--- src/rtl/i2c_master_regs_fifo_pkg.sv ---
// Shared defines for the I2C master register block: register addresses,
// CTR/CR/SR/ERR bit positions and auto-write sequencer states.
package i2c_master_regs_fifo_pkg;

  localparam logic [2:0] I2C_PRER = 3'd0;
  localparam logic [2:0] I2C_CTR  = 3'd1;
  localparam logic [2:0] I2C_TXR  = 3'd2;
  localparam logic [2:0] I2C_CR   = 3'd3;
  localparam logic [2:0] I2C_RXR  = 3'd4;
  localparam logic [2:0] I2C_SR   = 3'd5;
  localparam logic [2:0] I2C_LVL  = 3'd6;
  localparam logic [2:0] I2C_ERR  = 3'd7;

  localparam int CTR_EN     = 7;
  localparam int CTR_IEN    = 6;
  localparam int CTR_TXE_IE = 5;
  localparam int CTR_RXT_IE = 4;
  localparam int CTR_AUTO   = 3;

  localparam int CR_STA   = 7;
  localparam int CR_STO   = 6;
  localparam int CR_RD    = 5;
  localparam int CR_WR    = 4;
  localparam int CR_ACK   = 3;
  localparam int CR_FLUSH = 2;
  localparam int CR_IACK  = 0;

  localparam int SR_RXACK   = 7;
  localparam int SR_BUSY    = 6;
  localparam int SR_AL      = 5;
  localparam int SR_TXFULL  = 4;
  localparam int SR_TXEMPTY = 3;
  localparam int SR_RXNE    = 2;
  localparam int SR_TIP     = 1;
  localparam int SR_IF      = 0;

  localparam int ERR_TXOVF = 1;
  localparam int ERR_RXOVF = 0;

  typedef enum logic [1:0] {
    SEQ_IDLE = 2'd0,
    SEQ_XFER = 2'd1,
    SEQ_GAP  = 2'd2
  } seq_state_e;

endpackage

--- src/rtl/i2c_sync_fifo.sv ---
// Synchronous byte FIFO with flush; head reads 0 when empty, ovf pulses on a dropped push.
module i2c_sync_fifo #(
  parameter int DEPTH = 4,
  parameter int WIDTH = 8
) (
  input  logic                       clk,
  input  logic                       rst,
  input  logic                       flush,
  input  logic                       push,
  input  logic                       pop,
  input  logic [WIDTH-1:0]           din,
  output logic [WIDTH-1:0]           head,
  output logic [$clog2(DEPTH+1)-1:0] count,
  output logic                       full,
  output logic                       empty,
  output logic                       ovf
);
  localparam int AW = (DEPTH > 1) ? $clog2(DEPTH) : 1;
  localparam int CW = $clog2(DEPTH + 1);

  logic [DEPTH-1:0][WIDTH-1:0] mem;
  logic [AW-1:0]               wr_ptr, rd_ptr;
  logic                        do_push, do_pop;

  assign empty   = (count == '0);
  assign full    = (count == CW'(DEPTH));
  assign do_pop  = pop & ~empty;
  // a pop in the same cycle frees the slot, so a push into a full FIFO still lands
  assign do_push = push & (~full | do_pop);
  assign ovf     = push & full & ~pop;
  assign head    = empty ? '0 : mem[rd_ptr];

  always_ff @(posedge clk) begin
    if (rst || flush) begin
      wr_ptr <= '0;
      rd_ptr <= '0;
      count  <= '0;
    end else begin
      if (do_push) wr_ptr <= wr_ptr + AW'(1);
      if (do_pop)  rd_ptr <= rd_ptr + AW'(1);
      count <= count + CW'(do_push) - CW'(do_pop);
    end
  end

  always_ff @(posedge clk) begin
    if (do_push) mem[wr_ptr] <= din;
  end

endmodule

--- src/rtl/i2c_master_regs_fifo.sv ---
// I2C master register block with TX/RX byte FIFOs, auto-write streaming,
// level/overflow reporting and maskable interrupt sources.
module i2c_master_regs_fifo
  import i2c_master_regs_fifo_pkg::*;
#(
  parameter int DWIDTH    = 8,
  parameter int AWIDTH    = 3,
  parameter int TX_DEPTH  = 4,
  parameter int RX_DEPTH  = 4,
  parameter int RX_THRESH = 2
) (
  input  logic              Clk,
  input  logic              Rst,
  input  logic [AWIDTH-1:0] Addr,
  input  logic [DWIDTH-1:0] DataIn,
  output logic [DWIDTH-1:0] DataOut,
  input  logic              Wr,
  input  logic              Rd,
  output logic              Int,
  output logic              Start,
  output logic              Stop,
  output logic              Read,
  output logic              Write,
  output logic              Tx_ack,
  input  logic              Rx_ack,
  input  logic [7:0]        Rx_data,
  output logic [7:0]        Tx_data,
  output logic [7:0]        Prescale,
  input  logic              I2C_busy,
  input  logic              I2C_done,
  input  logic              I2C_al,
  output logic              I2C_en
);
  localparam int TCW = $clog2(TX_DEPTH + 1);
  localparam int RCW = $clog2(RX_DEPTH + 1);

  logic [7:0]     prer, ctr, sr, tx_head, rx_head;
  logic           cr_sta, cr_sto, cr_rd, cr_wr, cr_ack;
  logic           al, rxack, irq_flag, int_q, txovf, rxovf;
  logic [TCW-1:0] tx_count;
  logic [RCW-1:0] rx_count, rx_count_q;
  logic           tx_full, tx_empty, tx_empty_q, tx_ovf, rx_full, rx_empty, rx_ovf;
  logic           wr_prer, wr_ctr, wr_txr, wr_cr, wr_err, rd_rxr, flush_wr, iack_wr;
  logic           tx_more, abort, seq_reassert, mid_done, if_set;
  seq_state_e     state, state_n;

  assign wr_prer  = Wr && (Addr == AWIDTH'(I2C_PRER));
  assign wr_ctr   = Wr && (Addr == AWIDTH'(I2C_CTR));
  assign wr_txr   = Wr && (Addr == AWIDTH'(I2C_TXR));
  assign wr_cr    = Wr && (Addr == AWIDTH'(I2C_CR));
  assign wr_err   = Wr && (Addr == AWIDTH'(I2C_ERR));
  assign rd_rxr   = Rd && (Addr == AWIDTH'(I2C_RXR));
  // FLUSH/IACK act during the write cycle itself and are never stored
  assign flush_wr = wr_cr & DataIn[CR_FLUSH];
  assign iack_wr  = wr_cr & DataIn[CR_IACK];

  i2c_sync_fifo #(.DEPTH(TX_DEPTH), .WIDTH(8)) u_tx_fifo (
    .clk(Clk), .rst(Rst), .flush(flush_wr), .push(wr_txr), .pop(I2C_done & cr_wr),
    .din(DataIn[7:0]), .head(tx_head), .count(tx_count), .full(tx_full),
    .empty(tx_empty), .ovf(tx_ovf)
  );

  i2c_sync_fifo #(.DEPTH(RX_DEPTH), .WIDTH(8)) u_rx_fifo (
    .clk(Clk), .rst(Rst), .flush(flush_wr), .push(I2C_done & cr_rd), .pop(rd_rxr),
    .din(Rx_data), .head(rx_head), .count(rx_count), .full(rx_full),
    .empty(rx_empty), .ovf(rx_ovf)
  );

  // TX still holds a byte once the current done pops its head
  assign tx_more = (tx_count > TCW'(1)) | wr_txr;
  assign abort   = I2C_al | ~ctr[CTR_AUTO] | flush_wr;

  always_ff @(posedge Clk) begin
    if (Rst) state <= SEQ_IDLE;
    else     state <= state_n;
  end

  always_comb begin
    state_n      = state;
    seq_reassert = 1'b0;
    mid_done     = 1'b0;
    case (state)
      SEQ_IDLE: if (cr_wr && !abort && !I2C_done) state_n = SEQ_XFER;
      SEQ_XFER: begin
        if (abort) state_n = SEQ_IDLE;
        else if (I2C_done) begin
          if (tx_more && !cr_sto) begin
            state_n  = SEQ_GAP;
            mid_done = 1'b1;
          end else begin
            state_n = SEQ_IDLE;
          end
        end
      end
      SEQ_GAP: begin
        if (abort) state_n = SEQ_IDLE;
        else begin
          seq_reassert = 1'b1;
          state_n      = SEQ_XFER;
        end
      end
      default: state_n = SEQ_IDLE;
    endcase
  end

  assign if_set = (I2C_done & ~mid_done) | I2C_al
                | (ctr[CTR_TXE_IE] & tx_empty & ~tx_empty_q)
                | (ctr[CTR_RXT_IE] & (rx_count == RCW'(RX_THRESH)) & (rx_count_q != RCW'(RX_THRESH)));

  always_ff @(posedge Clk) begin
    if (Rst) begin
      prer       <= '0;
      ctr        <= '0;
      {cr_sta, cr_sto, cr_rd, cr_wr, cr_ack} <= '0;
      al         <= 1'b0;
      rxack      <= 1'b0;
      irq_flag   <= 1'b0;
      int_q      <= 1'b0;
      txovf      <= 1'b0;
      rxovf      <= 1'b0;
      tx_empty_q <= 1'b1;
      rx_count_q <= '0;
    end else begin
      if (wr_prer) prer <= DataIn[7:0];
      if (wr_ctr)  ctr  <= {DataIn[7:3], 3'b000};
      if (I2C_done || I2C_al) {cr_sta, cr_sto, cr_rd, cr_wr} <= '0;
      if (seq_reassert) begin
        cr_wr  <= 1'b1;
        cr_sta <= 1'b0;
      end
      if (wr_cr) {cr_sta, cr_sto, cr_rd, cr_wr, cr_ack} <= DataIn[7:3];
      if (I2C_done) rxack <= Rx_ack;
      if (I2C_al) al <= 1'b1;
      else if (iack_wr) al <= 1'b0;
      if (if_set) irq_flag <= 1'b1;
      else if (iack_wr) irq_flag <= 1'b0;
      int_q <= irq_flag & ctr[CTR_IEN];
      if (flush_wr) txovf <= 1'b0;
      else if (tx_ovf) txovf <= 1'b1;
      else if (wr_err && DataIn[ERR_TXOVF]) txovf <= 1'b0;
      if (flush_wr) rxovf <= 1'b0;
      else if (rx_ovf) rxovf <= 1'b1;
      else if (wr_err && DataIn[ERR_RXOVF]) rxovf <= 1'b0;
      tx_empty_q <= tx_empty;
      rx_count_q <= rx_count;
    end
  end

  always_comb begin
    sr             = '0;
    sr[SR_RXACK]   = rxack;
    sr[SR_BUSY]    = I2C_busy;
    sr[SR_AL]      = al;
    sr[SR_TXFULL]  = tx_full;
    sr[SR_TXEMPTY] = tx_empty;
    sr[SR_RXNE]    = ~rx_empty;
    sr[SR_TIP]     = cr_rd | cr_wr;
    sr[SR_IF]      = irq_flag;
  end

  always_comb begin
    DataOut = '0;
    case (Addr)
      AWIDTH'(I2C_PRER): DataOut = prer;
      AWIDTH'(I2C_CTR):  DataOut = ctr;
      AWIDTH'(I2C_TXR):  DataOut = tx_head;
      AWIDTH'(I2C_CR):   DataOut = {cr_sta, cr_sto, cr_rd, cr_wr, cr_ack, 3'b000};
      AWIDTH'(I2C_RXR):  DataOut = rx_head;
      AWIDTH'(I2C_SR):   DataOut = sr;
      AWIDTH'(I2C_LVL):  DataOut = {4'(tx_count), 4'(rx_count)};
      AWIDTH'(I2C_ERR):  DataOut = {6'b000000, txovf, rxovf};
      default:           DataOut = '0;
    endcase
  end

  assign Int      = int_q;
  assign Start    = cr_sta;
  assign Stop     = cr_sto;
  assign Read     = cr_rd;
  assign Write    = cr_wr;
  assign Tx_ack   = cr_ack;
  assign Tx_data  = tx_head;
  assign Prescale = prer;
  assign I2C_en   = ctr[CTR_EN];

endmodule

--- config.mk ---
export PLATFORM = sky130hd
export DESIGN_NAME = i2c_master_regs_fifo
export DESIGN_NICKNAME = d
export VERILOG_FILES = /design/src/rtl/i2c_master_regs_fifo_pkg.sv /design/src/rtl/i2c_sync_fifo.sv /design/src/rtl/i2c_master_regs_fifo.sv
export SDC_FILE = /design/constraint.sdc
export NUM_CORES = 1
export LEC_CHECK = 0
export BUFFER_PORTS_ARGS = -buffer_cell sky130_fd_sc_hd__buf_4
export CAP_MARGIN = 20
export CORE_UTILIZATION = 58
export DETAILED_ROUTE_END_ITERATION = 12
export PLACE_DENSITY = 0.79
export SYNTH_ARGS = -nofsm -noshare
export SYNTH_HDL_FRONTEND = slang
export SYNTH_SLANG_ARGS = --single-unit
--- constraint.sdc ---
create_clock -name Clk -period 2.6 [get_ports Clk]
set_input_delay 0.26 -clock Clk [delete_from_list [all_inputs] [get_ports Clk]]
set_output_delay 0.26 -clock Clk [all_outputs]
set_load 0.1 [all_outputs]
## Word-level counts from Yosys, hierarchy flattened

Index checks and enable logic that the tools add are counted.

- Word-level logic and storage cells: 165
- Output and inout port bits: 31
- Bits of input ports: 27
- Bits in registers: 108

- Mux-type cells: 39
- Bitwise gates (word level): 36
- Magnitude comparators: 7
- Equal/unequal tests: 15
- Reductions and logical operators: 30
- Add/subtract/negate cells: 8

Operators with widths:

| cell | number |
|---|---|
| $bwmux W32 | 2 |
| $pmux W8 S8 | 1 |
| $mux W8 | 6 |
| $bmux W8 S2 | 2 |
| $demux W8 S2 | 2 |
| $mux W1 | 21 |
| $and A1 B1 Y1 | 18 |
| $eq A3 B3 Y1 const B | 6 |
| $logic_and A1 B1 Y1 | 13 |
| $lt A2 B3 Y1 const B | 4 |
| $reduce_bool A2 Y1 | 5 |
| $eq A3 B2 Y1 const B | 3 |
| $logic_not A3 Y1 | 3 |
| $not A1 Y1 | 9 |
| $or A1 B1 Y1 | 9 |
| $add A2 B1 Y2 const B | 4 |
| $mux W2 | 4 |
| $add A3 B1 Y3 | 2 |
| $pmux W2 S3 | 1 |
| $sub A3 B1 Y3 | 2 |
| $ge A2 B1 Y1 const B | 2 |
| $eq A3 B1 Y1 const B | 1 |
| $gt A3 B1 Y1 const B | 1 |
| $logic_not A1 Y1 | 3 |
| 10 further kinds | 11 |

## Logic depth before layout (Yosys ltp)

- Word-level depth: 14
- Depth in mapped cells: 9
- Depth with buffers taken out: 9

## Hierarchy

Synthesis repeated with hierarchy kept, for this count alone.

- Cell total of the unflattened synthesis: 398
- Area total of the unflattened synthesis: 5,002.3 um^2

Modules (own cells, without submodules):

| module | cells each | area an instance (um^2) | instances | seq. area each (um^2) |
|---|---|---|---|---|
| i2c_sync_fifo | 99 | 1,662.8 | 2 | 1,101.1 |
| i2c_master_regs_fifo | 200 | 1,676.6 | 1 | 600.6 |

## Worst setup path after synthesis

No wires, ideal clock.

- Kind: register to output
- From: register prer[4], in the netlist Prescale[4]
- To: output DataOut[4]
- Buffers on the path: 0
- Data required time: 2.340 ns
- Slack: -1.124 ns
- Data arrival time: 3.464 ns
- Cell stages (with the launch flop): 3
- Path through: dfxtp_1 -> o22ai_1 -> o32ai_1

- Word-level cells in the longest chain between the ends: 1

Ends and longest elaborated chain:

| item | line | source |
|---|---|---|
| start, declared | i2c_master_regs_fifo.sv:37 | `logic [7:0] prer, ctr, sr, tx_head, rx_head;` |
| start signal, assigned | i2c_master_regs_fifo.sv:124 | `if (wr_prer) prer <= DataIn[7:0];` |
| $pmux W8 S8 | i2c_master_regs_fifo.sv:163 | `case (Addr)` |
| end, declared | i2c_master_regs_fifo.sv:16 | `output logic [DWIDTH-1:0] DataOut,` |

Every way passes these cells.

## Final worst setup path

- From: register u_tx_fifo.rd_ptr[0]
- To: output DataOut[5]

- Word-level cells in the longest chain between the ends: 4

Ends and longest elaborated chain:

| item | line | source |
|---|---|---|
| start, declared | i2c_sync_fifo.sv:22 | `logic [AW-1:0] wr_ptr, rd_ptr;` |
| start signal, assigned | i2c_sync_fifo.sv:40 | `if (do_pop) rd_ptr <= rd_ptr + AW'(1);` |
| $bmux W8 S2 | i2c_sync_fifo.sv:31 | `assign head = empty ? '0 : mem[rd_ptr];` |
| $mux W8 (implied by the code) | i2c_sync_fifo.sv:31 |  |
| $mux W8 | i2c_sync_fifo.sv:31 |  |
| $pmux W8 S8 | i2c_master_regs_fifo.sv:163 |  |

Every way passes these cells. The select of a mux whose other input is x is not followed.

==> results.cfg <==
[route]
wl_per_cell_um = 19.4
highest_layer = met4
dr_total_vias = 3375
dr.pass1.iters = 5
antenna_left = 0
via_per_inst = 6.05
drt_iter0_drc = 333
routedLengthMet1_mm = 4.90
wl_met3_um = 714
routed_wl_mm = 10.8
route.met2.wl_mm = 5.02
route.detailed.drc = 0

[synth]
synth-xor-area-share = 0.0162
yosys_warnings = 0
async_reset_ff_frac = 0
ys.flop_type = edfxtp_1
synth_top_area_cell = edfxtp_1
synth_top_cell_area_share = 0.394
synth-simple-area-share = 0.142
synth_compound_area_frac = 0.0836
yosysUniqueCellTypes = 64
synth_top_family_by_area = simple AND/OR/NAND/NOR gates
synth_cells = 396
synthTopCellsByCount = edfxtp_1, dfxtp_1, nor2_1, nand2_1, inv_1
synth_edf_count = 64
syn-cell-area_mm2 = 0.00488
yosysMostFrequentCell = edfxtp_1
synth.area.mux_share = 0.101
syn-num-nets = 438
yosysSeqAreaShare = 0.575
netlist_top_cells_area = edfxtp_1, dfxtp_1, mux4_2
synth_area_per_cell_um2 = 12.3
synthAdderAreaFrac = 0.0416
ys_ff_latch = 108

[setup_path]
critPathMaxFanout = 8
crit_buf_inv = 2
critPathMaxStageDelay_ps = 540
cp-end-kind = output port
cp_data_arrival_time_ps = 2240
crit_chain = buf_6 > mux4_2 > a31oi_1 > o2111ai_1 > o311a_1 > buf_4
worst_ep_required_time_ps = 2340
critPathLaunchType = flop
path_delay_family = multiplexers
critPathKind = flop to output port
crit_slowest_cell = mux4_2

[clocking]
cts_setup_buffers = 0
clk_path_buf_depth = 2
clkTransAtPathRegs_ps = 100
clk_latency_ps = 370
cts_buffers = 9
cts.sinks = 108
root_buffer = clkbuf_8
htreeDepth = 3
cts_tree = yes

[status]
run_status = finished, final reports clean

[timing]
min_period_over_period = 0.961
setup_viol = 0
grt_setup_unrepaired = no
worst_pin_slew_ps = 767
slew_headroom = 0.487
max_freq_mhz = 400
worst_clock_skew_ps = 12.3
slew_violations = 0
hold_violations = 0
period_minus_slack_ps = 2500

[job]
maxCapViolations = 0

[floorplanning]
rows = 33
die_h_um = 93.7
core-area_mm2 = 0.00818
start_util = 0.597
die-area_mm2 = 0.00878
die_w_um = 93.7
io_pins = 58

[global_route]
grt_pass1_vias = 3293
grt_antenna_before_repair = 0
grt_pass1_wl_mm = 17.2
groute.usage.overall = 0.268
grt_max_degree = 29
grt-ovfl-total = 0

[placed_design]
port_buffers = 57
gp_congestion = 0.861
post-dp-hpwl_mm = 7.83
placed_area_mm2 = 0.00541

[power_and_ir_drop]
ir_worst_vdd_uv = 293
power_w = 0.00317
power.density_mw_per_mm2 = 563
p_leak_nw = 2.01

[worst_hold_path]
hold_path_class = primary input to flop

[layout]
fin_nets = 490
syn2layout_area_growth_pct = 15.3
drive_above_1_share = 0.247
finalInstanceArea_mm2 = 0.00563
antenna_cells = 0
## stage by stage
step	utilization	TNS, ps	cells	worst slack [ps]	hold slack [ps]
final	0.688	0	558	101	86.8
after global routing	0.688	0	558	4.64	73.9
after CTS	0.685	0	558	49.6	73.6
after detailed placement	0.662	0	542	355	450
after global placement	0.662	0	542	440	456
after floorplan	-	-210	396	-210	339
## timing repair
item	4_1_cts	5_1_grt
setup endpoints to repair	0	6
hold buffers	0	0
gates resized for setup	0	4
## logic make-up after synthesis
logic type / Yosys count
buffers and inverters: 46
and+or+nand+nor: 132
adders and majority gates: 15
muxes: 30
AOI/OAI and AO/OA: 56
xor gates and xnor gates: 9
DFF: 108
## layout by cell type (no fill, tap or decap), types with 3 or more instances in the layout
cell and n:
edfxtp_1 64, buf_4 61, dfxtp_1 44, nor2_1 39
nand2_1 33, inv_1 25, a21oi_1 18, mux4_2 15
and2_1 13, mux2i_1 13, ha_1 13, clkbuf_8 9
xnor2_1 7, nand3b_1 6, nand3_1 6, nand2b_1 5
and3_1 4, nor3b_1 3, a221oi_2 3, o21ai_0 3
o2bb2ai_2 3, nor3_1 3, a221oi_1 3, nand4_1 3
clkinv_4 3
## metal layers
metal	vias up	track usage
li1	1548	-
met1	1674	0.392
met2	137	0.406
met3	16	0.0437
met4	0	0.0923
met5	-	0
## power breakdown
part           switching [W]  internal, W  total (W)
clock               0.000556     0.000447    0.00100
combinational       0.000238    0.0000920   0.000330
sequential         0.0000142      0.00182    0.00184
## flip-flops by register name, summed over array words and instances (netlist names), 2 cells and up
name / cells
u_rx_fifo.mem: 32
u_tx_fifo.mem: 32
Prescale: 8
ctr: 5
rx_count_q: 3
u_rx_fifo.count: 3
u_tx_fifo.count: 3
state: 2
u_rx_fifo.rd_ptr: 2
u_rx_fifo.wr_ptr: 2
u_tx_fifo.rd_ptr: 2
u_tx_fifo.wr_ptr: 2
## layout make-up
type                       count  area, µm²
clock buffer                  10        128
clock inverter                 6       65.1
fill                         588       2550
inverter                      25       93.8
multi-input combinational    242       1940
sequential                   108       2800
tap                          105        131
timing repair buffer          62        469
## worst paths after layout
kind	from	end	slack, ps	depth (start not counted)
setup / recovery	u_tx_fifo.rd_ptr[0]$_SDFFE_PP0P_	DataOut[5]	100	6
hold / removal	Rx_data[0]	u_rx_fifo.mem[16]$_DFFE_PP_	90	1
setup reg to reg	u_tx_fifo.count[2]$_SDFF_PP0_	u_tx_fifo.count[2]$_SDFF_PP0_	360	9
hold reg to reg	txovf$_SDFFE_PP0P_	txovf$_SDFFE_PP0P_	460	2
No activity file was read; power rests on OpenSTA's default activity.
